===== src/rtl/gh_evt_pkg.sv =====
// Shared definitions for the g/h event logger.
// A record is packed as {mask, ts}: the event mask occupies the MSBs and the
// timestamp the LSBs, so the record width is MASK_W + TS_W.
package gh_evt_pkg;

    localparam int unsigned MASK_W = 3;

    // Bit positions inside the event mask
    localparam int unsigned G_RISE = 0;
    localparam int unsigned G_FALL = 1;
    localparam int unsigned H_RISE = 2;

    typedef logic [MASK_W-1:0] gh_evt_mask_t;

    // Width of one packed {mask, ts} record for a given timestamp width
    function automatic int unsigned gh_evt_rec_w(input int unsigned ts_w);
        return MASK_W + ts_w;
    endfunction

endpackage


===== src/rtl/gh_evt_fifo.sv =====
// Generic show-ahead synchronous FIFO.
// Ports:
//   clk, rst   clock, asynchronous active-high reset (empties the FIFO)
//   push_i     write din_i at the tail (ignored when full unless pop_i)
//   pop_i      advance the head (ignored when empty)
//   din_i      write data
//   dout_o     head entry, valid whenever empty_o = 0
//   full_o     occupancy = DEPTH
//   empty_o    occupancy = 0
//   level_o    occupancy 0..DEPTH
module gh_evt_fifo #(
    parameter int unsigned DEPTH = 8,
    parameter int unsigned WIDTH = 19
) (
    input  logic                       clk,
    input  logic                       rst,
    input  logic                       push_i,
    input  logic                       pop_i,
    input  logic [WIDTH-1:0]           din_i,
    output logic [WIDTH-1:0]           dout_o,
    output logic                       full_o,
    output logic                       empty_o,
    output logic [$clog2(DEPTH):0]     level_o
);

    localparam int unsigned AW = $clog2(DEPTH);
    localparam logic [AW:0] PTR_ONE = {{AW{1'b0}}, 1'b1};

    logic [WIDTH-1:0] mem_q [DEPTH];
    logic [AW:0]      wr_q, wr_d;
    logic [AW:0]      rd_q, rd_d;
    logic             do_push, do_pop;

    // Pointers carry an extra wrap bit: equal pointers mean empty, equal
    // indices with differing wrap bits mean full.
    assign empty_o = (wr_q == rd_q);
    assign full_o  = (wr_q[AW] != rd_q[AW]) && (wr_q[AW-1:0] == rd_q[AW-1:0]);
    assign level_o = wr_q - rd_q;
    assign dout_o  = mem_q[rd_q[AW-1:0]];

    // When full, a simultaneous pop frees the slot being written
    assign do_push = push_i & (~full_o | pop_i);
    assign do_pop  = pop_i & ~empty_o;

    always_comb begin
        wr_d = wr_q;
        rd_d = rd_q;
        if (do_push) wr_d = wr_q + PTR_ONE;
        if (do_pop)  rd_d = rd_q + PTR_ONE;
    end

    always_ff @(posedge clk or posedge rst) begin
        if (rst) begin
            wr_q <= '0;
            rd_q <= '0;
        end else begin
            wr_q <= wr_d;
            rd_q <= rd_d;
        end
    end

    always_ff @(posedge clk) begin
        if (do_push) mem_q[wr_q[AW-1:0]] <= din_i;
    end

endmodule


===== src/rtl/gh_event_logger.sv =====
// Timestamped g/h edge logger.
// Detects g rise, g fall and h rise against the previous cycle's g/h, stamps
// each cycle with events using a free-running counter, and queues the record
// in a show-ahead FIFO drained over valid/ready. Records that arrive while the
// FIFO is full (and not popping) are dropped and counted.
// Ports:
//   clk, rst       clock, asynchronous active-high reset
//   en             capture enable (edge history updates regardless)
//   g, h           upstream signals, synchronous to clk
//   evt_valid      head record present
//   evt_ready      consumer accepts head this cycle
//   evt_mask       head mask {h_rise, g_fall, g_rise}, 0 when empty
//   evt_ts         head timestamp, 0 when empty
//   level          FIFO occupancy 0..DEPTH
//   ovf            sticky drop flag
//   drop_cnt       saturating drop count
//   clr_ovf        synchronous clear of ovf/drop_cnt (a same-cycle drop wins)
module gh_event_logger
    import gh_evt_pkg::*;
#(
    parameter int unsigned DEPTH  = 8,
    parameter int unsigned TS_W   = 16,
    parameter int unsigned DROP_W = 8
) (
    input  logic                       clk,
    input  logic                       rst,
    input  logic                       en,
    input  logic                       g,
    input  logic                       h,
    output logic                       evt_valid,
    input  logic                       evt_ready,
    output logic [MASK_W-1:0]          evt_mask,
    output logic [TS_W-1:0]            evt_ts,
    output logic [$clog2(DEPTH):0]     level,
    output logic                       ovf,
    output logic [DROP_W-1:0]          drop_cnt,
    input  logic                       clr_ovf
);

    localparam int unsigned REC_W = gh_evt_rec_w(TS_W);
    localparam logic [TS_W-1:0]   TS_ONE   = {{(TS_W-1){1'b0}}, 1'b1};
    localparam logic [DROP_W-1:0] DROP_ONE = {{(DROP_W-1){1'b0}}, 1'b1};

    logic              g_q, h_q;
    logic [TS_W-1:0]   ts_q, ts_d;
    logic              ovf_q, ovf_d;
    logic [DROP_W-1:0] drop_cnt_q, drop_cnt_d;

    gh_evt_mask_t      evt_now;
    logic              push, pop, drop;
    logic              fifo_full, fifo_empty;
    logic [REC_W-1:0]  head;

    always_comb begin
        evt_now         = '0;
        evt_now[G_RISE] = g & ~g_q;
        evt_now[G_FALL] = ~g & g_q;
        evt_now[H_RISE] = h & ~h_q;
    end

    assign push = en & (evt_now != '0);
    assign pop  = ~fifo_empty & evt_ready;
    assign drop = push & fifo_full & ~pop;
    assign ts_d = ts_q + TS_ONE;

    // Clear is applied first so a same-cycle drop overrides it, leaving 1
    always_comb begin
        ovf_d      = ovf_q;
        drop_cnt_d = drop_cnt_q;
        if (clr_ovf) begin
            ovf_d      = 1'b0;
            drop_cnt_d = '0;
        end
        if (drop) begin
            ovf_d = 1'b1;
            if (drop_cnt_d != '1) drop_cnt_d = drop_cnt_d + DROP_ONE;
        end
    end

    always_ff @(posedge clk or posedge rst) begin
        if (rst) begin
            g_q        <= 1'b0;
            h_q        <= 1'b0;
            ts_q       <= '0;
            ovf_q      <= 1'b0;
            drop_cnt_q <= '0;
        end else begin
            g_q        <= g;
            h_q        <= h;
            ts_q       <= ts_d;
            ovf_q      <= ovf_d;
            drop_cnt_q <= drop_cnt_d;
        end
    end

    gh_evt_fifo #(
        .DEPTH (DEPTH),
        .WIDTH (REC_W)
    ) u_fifo (
        .clk     (clk),
        .rst     (rst),
        .push_i  (push),
        .pop_i   (pop),
        .din_i   ({evt_now, ts_q}),
        .dout_o  (head),
        .full_o  (fifo_full),
        .empty_o (fifo_empty),
        .level_o (level)
    );

    assign evt_valid          = ~fifo_empty;
    assign {evt_mask, evt_ts} = fifo_empty ? '0 : head;
    assign ovf                = ovf_q;
    assign drop_cnt           = drop_cnt_q;

endmodule


===== config.mk =====
export PLATFORM = sky130hd
export DESIGN_NAME = gh_event_logger
export DESIGN_NICKNAME = d
export VERILOG_FILES = /design/src/rtl/gh_evt_pkg.sv /design/src/rtl/gh_evt_fifo.sv /design/src/rtl/gh_event_logger.sv
export SDC_FILE = /design/constraint.sdc
export NUM_CORES = 1
export LEC_CHECK = 0
export ABC_AREA = 1
export CAP_MARGIN = 20
export CORE_ASPECT_RATIO = 0.8
export CORE_MARGIN = 2
export CORE_UTILIZATION = 60
export CTS_CLUSTER_DIAMETER = 200
export CTS_CLUSTER_SIZE = 25
export DETAILED_ROUTE_END_ITERATION = 7
export DONT_BUFFER_PORTS = 1
export GPL_ROUTABILITY_DRIVEN = 0
export PLACE_DENSITY = 0.76
export SKIP_LAST_GASP = 1
export SYNTH_ARGS = -nofsm -noshare
export SYNTH_HDL_FRONTEND = slang
export SYNTH_SLANG_ARGS = --single-unit

===== constraint.sdc =====
create_clock -name clk -period 9.9 [get_ports clk]
set_input_delay 1.485 -clock clk [delete_from_list [all_inputs] [get_ports clk]]
set_output_delay 1.485 -clock clk [all_outputs]
set_load 0.01 [all_outputs]

Word level (Yosys, flattened, before mapping)
Memory sizes are Yosys's and may differ from the RTL's.
Cells that the tools add are included.

operators by class
  add/subtract/negate cells = 5
  multiply operators = 0
  div/mod/pow operators = 0
  order comparisons = 0
  equal/unequal tests = 4
  shift operators = 0
  multiplexer cells = 8
  bitwise logic cells = 16
  reductions and logical operators = 3

operators by type and width
  kind                                                              count
  8-bit 2-to-1 mux                                                  3
  19-bit 2-to-1 mux                                                 1
  16-bit by 1-bit adder with 16-bit output (second input constant)  1
  1-bit bitwise AND                                                 9
  4-bit by 1-bit adder with 4-bit output (second input constant)    2
  8-bit by 1-bit adder with 8-bit output (second input constant)    1
  8-bit != test (second input constant)                             1
  1-bit inverter                                                    6
  4-bit equality test                                               1
  1-bit 2-to-1 mux                                                  4
  4-bit subtractor                                                  1
  3-bit equality test                                               1
  3-bit nonzero test                                                1
  2-bit nonzero test                                                1
  1-bit logical AND                                                 1
  1-bit != test                                                     1
  1-bit OR                                                          1

word-level totals
  flip-flop bits (word level) = 35
  bits in latches = 0
  RAM bits = 152
  bits in read-only memories = 0
  input port bits = 7
  output and inout bits = 33
  logic and storage cells = 44
  memories kept = 1

memory list
  memory        words  bits a word  read ports  clocked after memory_dff  write ports  RTL line           source
  u_fifo.mem_q  8      19           1           0                         1            gh_evt_fifo.sv:29  logic [WIDTH-1:0] mem_q [DEPTH];

Longest topological paths before layout
  word-level depth = 7
  gate-level depth with buffers = 12
  depth with buffers taken out = 10

Hierarchy
A second synthesis with hierarchy kept.

unflattened totals
  cells, all modules = 808
  area total of the unflattened synthesis = 8306.7 um^2

by module, submodules not included
  module           times used  cells each  area each (um^2)
  gh_evt_fifo      1           599         6742.7
  gh_event_logger  1           209         1564.0

Worst setup path before layout
Ideal clock, no wire load.

  path type = input -> register
  start = input g
  end = memory u_fifo.mem_q[6][0], enable pin
  arrival time = 4.175 ns
  required time = 9.456 ns
  path slack = 5.282 ns
  stages on the path = 8
  path buffers = 1
  cell sequence = inv_1 ha_1 nand2_1 nand2_1 inv_1 nand2_4 buf_12 nor4_1

on the way
  longest elaborated chain between the ends = 7
  elaborated cells on any way between the ends = 8
  classes of those cells = mux (2); bitwise (5); reduce/logical (1)

ends and longest elaborated chain
  what                                      RTL line               source
  start: declaration                        gh_event_logger.sv:28  input logic g,
  1-bit inverter                            gh_event_logger.sv:57  evt_now[G_FALL] = ~g & g_q;
  1-bit bitwise AND                         gh_event_logger.sv:57
  3-bit nonzero test *                      gh_event_logger.sv:61  assign push = en & (evt_now != '0);
  1-bit bitwise AND *                       gh_event_logger.sv:61
  1-bit bitwise AND *                       gh_evt_fifo.sv:42      assign do_push = push_i & (~full_o | pop_i);
  1-bit 2-to-1 mux *                        gh_evt_fifo.sv:63      if (do_push) mem_q[wr_q[AW-1:0]] <= din_i;
  1-bit 2-to-1 mux (implied by the code) *  gh_evt_fifo.sv:63
  end: declaration                          gh_evt_fifo.sv:29

Every way passes the cells marked *; elsewhere a longest branch is shown, timed or not.

Worst setup path in the final report
  start = register u_fifo.rd_q[0]
  end = output evt_ts[12]

on the way
  longest elaborated chain between the ends = 2
  elaborated cells on any way between the ends = 3
  classes of those cells = eq/ne (1); mux (1); memory (1)

ends and longest elaborated chain
  what                                                      RTL line                source
  start: declaration                                        gh_evt_fifo.sv:31       logic [AW:0] rd_q, rd_d;
  start signal: assignment                                  gh_evt_fifo.sv:58       rd_q <= rd_d;
  memory 8 x 19 bit or 4-bit equality test (tied branches)  n/a
  19-bit 2-to-1 mux *                                       gh_event_logger.sv:112  assign {evt_mask, evt_ts} = fifo_empty ? '0 : head;
  end: declaration                                          gh_event_logger.sv:33   output logic [TS_W-1:0] evt_ts,

Marked as above.

==> impl_metrics.yaml <==
layout:
  stdcell_count: 872
  area_delta_synth_final_pct: 9.99
  antenna_cells: 0
  post-route-cell-area_um2: 8720
  drive_gt1_frac: 0.0947
  fin_nets: 700
  fin_util: 0.678
pwr:
  p_leak_nw: 3.29
  peakVddDrop_v: 0.000179
  cellPowerDensity_nw_per_um2: 283
timing:
  hold_slack_ps: 552
  hold_violations: 0
  final-setup-viol-count: 0
  worst_slew_pin_slew_ps: 1000
  skew_ps: 6.85
  setup_tns_ps: 0
  relSlewSlack: 0.330
  post-route-min-period_ps: 4500
  fmax_mhz: 222
  rsz0062_at_grt: "no"
  slew_viol_final: 0
  fin_crit_sh: 0.454
critical_path:
  critical_path.top_delay_family: "simple AND/OR/NAND/NOR gates"
  slowest_stage: "nand2_1"
  path_common_cell: "nand2_1"
  cp.arrival_ps: 3010
  cp_num_buf_inv: 2
  critPathKind: "register to primary output"
  slowest_delay_ps: 670
  cp-end-kind: "primary output"
  worstPathMaxFanout: 79
  crit_path_cell_trace: "buf_4 -> ha_1 -> nand3_1 -> inv_1 -> nand2_1 -> nand2_1 -> nor2_1"
  startpoint_type: "register"
  cp.required_ps: 8420
global_routing:
  grt_usage: 0.250
  antenna_found_initial: 0
  grt_start_max_net_pins: 80
  grt.overflow.total: 0
  grt_pass1_vias: 4955
  grt_first_pass_wirelength_um: 26400
die:
  die_x_um: 133
  die_h_um: 107
  initial_core_util: 0.616
  ios: 40
  core_area_um2: 12900
  die_area_um2: 14200
  placementRows: 37
routing:
  wl_um: 16900
  ant_nets: 0
  drt-wirelength-per-cell_um: 19.3
  first_pass_iters: 5
  via_per_inst: 5.87
  first_iter_violations: 764
  drc: 0
  vias: 5115
synthesis:
  synth.cell_area_um2: 7930
  synthCells: 684
  ys.flop_type: "edfxtp_1"
  synth-async-reset-ratio: 0.187
  yosysTopAreaCellShare: 0.575
  yosys-top-cells-area: "edfxtp_1 (58%), dfrtp_1 (11%), nor2_1 (7.1%)"
  synth_edf_count: 152
  synth-seq-cells: 187
  seq_area_frac_synth: 0.686
  synth.largest_area_cell: "edfxtp_1"
  yosysUniqueCellTypes: 35
  syn_nets: 700
  syn_area_per_cell_um2: 11.6
  yosysWarnings: 0
status:
  status: "finished clean"
cts:
  cts_tree: "done"
  cts_resized: 0
  root_buffer: "clkbuf_16"
  cts.path.max_buffers: 2
  cts_max_level: 4
  insertion_delay_ps: 430
  numCtsBuffers: 17
  cts_setup_buffers: 0
  hold_buffers: 0
  clk_transition_reported_paths_ps: 60
  cts_sinks: 187
placement:
  dpl.cell_count: 840
  detailed_place_hpwl_um: 10100
  dpl_cell_area_um2: 8110
  portBuffers: 0
run:
  cap_viol_max_count: 0
min_path:
  hold_class: "register to register"
layout make-up:
class | instances | area, µm²
clock buffers | 20 | 457
clock inverters | 12 | 160
fillers | 926 | 4150
inverters | 38 | 145
multi-input cells | 427 | 2200
flip-flops and latches | 187 | 5440
well taps | 175 | 219
repair buffers | 13 | 97.6
flip-flops by register name (all words and copies together) (netlist names):
register and flops:
h_q 1, ovf 1, drop_cnt 8, g_q 1, u_fifo.rd_q 4, u_fifo.mem_q 152
u_fifo.wr_q 4, ts_q 16
logic make-up after synthesis:
logic type,synth area share
simple gates,0.142
flops,0.686
compound gates,0.0874
buf+inv,0.0412
xor+xnor,0.0284
fa+ha+maj,0.0151
cells in the mapped netlist, types with 2 or more instances:
| cell | n |
|---|---|
| nand3_1 | 20 |
| inv_2 | 3 |
| xnor2_1 | 11 |
| nand2_1 | 79 |
| nor3_1 | 7 |
| o21ai_1 | 10 |
| dfrtp_1 | 35 |
| buf_6 | 2 |
| o211ai_1 | 19 |
| buf_4 | 6 |
| xor2_2 | 2 |
| nand3_2 | 2 |
| clkbuf_1 | 15 |
| nand2_4 | 2 |
| xor2_1 | 11 |
| o21ai_0 | 72 |
| nand4_1 | 6 |
| edfxtp_1 | 152 |
| o22ai_1 | 19 |
| ha_1 | 8 |
| buf_2 | 6 |
| inv_1 | 34 |
| nor2_1 | 150 |
| buf_1 | 2 |
power by group:
group | total [mW] | internal, mW | switching [mW]
Clock | 0.699 | 0.414 | 0.285
Sequential | 0.958 | 0.924 | 0.0341
Combinational | 0.811 | 0.221 | 0.590
Total | 2.47 | 1.56 | 0.909
metal layers:
layer / wire length [µm] / global-route usage
met5: 0 / 0
met4: 256 / 0.0876
met3: 1450 / 0.0548
met2: 7840 / 0.382
met1: 7310 / 0.361
path summary, 6_finish.rpt:
path                                            startpoint                      endpoint  slack, ps  cells after the start
worst max-delay path            u_fifo.rd_q[0]$_DFFE_PP0P_                    evt_ts[12]       5400                      7
worst min-delay path                       ovf$_DFFE_PP0P_               ovf$_DFFE_PP0P_        550                      2
worst max register to register  u_fifo.rd_q[0]$_DFFE_PP0P_  u_fifo.mem_q[5][3]$_DFFE_PP_       6600                      8
worst min register to register             ovf$_DFFE_PP0P_               ovf$_DFFE_PP0P_        550                      2
max in group asynchronous                              rst    u_fifo.rd_q[0]$_DFFE_PP0P_       8490                      2
min in group asynchronous                              rst            ts_q[12]$_DFF_PP0_       1050                      2
worst reg2reg max path: stages, from the launching register on:
cell     delay [ps]
dfrtp_2         360
buf_4           610
ha_1            400
nand3_1         120
nor2_1           90
nand2_4         120
nand2_4         140
nor3_2          780
buf_4           360
cell usage in the layout (no fill, tap or decap), types with 3 or more instances in the layout:
master | Yosys | layout
edfxtp_1 | 152 | 152
nor2_1 | 150 | 149
nand2_1 | 79 | 79
o21ai_0 | 72 | 72
inv_1 | 34 | 34
dfrtp_1 | 35 | 34
nand3_1 | 20 | 20
o22ai_1 | 19 | 19
o211ai_1 | 19 | 19
clkbuf_16 | 0 | 17
buf_4 | 6 | 13
xor2_1 | 11 | 11
xnor2_1 | 11 | 11
o21ai_1 | 10 | 10
ha_1 | 8 | 8
nand4_1 | 6 | 6
nor3_2 | 0 | 6
inv_6 | 0 | 4
inv_2 | 3 | 3
bufinv_16 | 0 | 3
clkinv_4 | 0 | 3
through the flow:
step	power, mW	worst slack, ps
floorplan	1.59	5280
global placement	1.75	5970
detailed placement	1.78	5830
CTS	2.48	5380
global route	2.60	5180
finish	2.47	5400
Power figures use the tool's default switching activity.
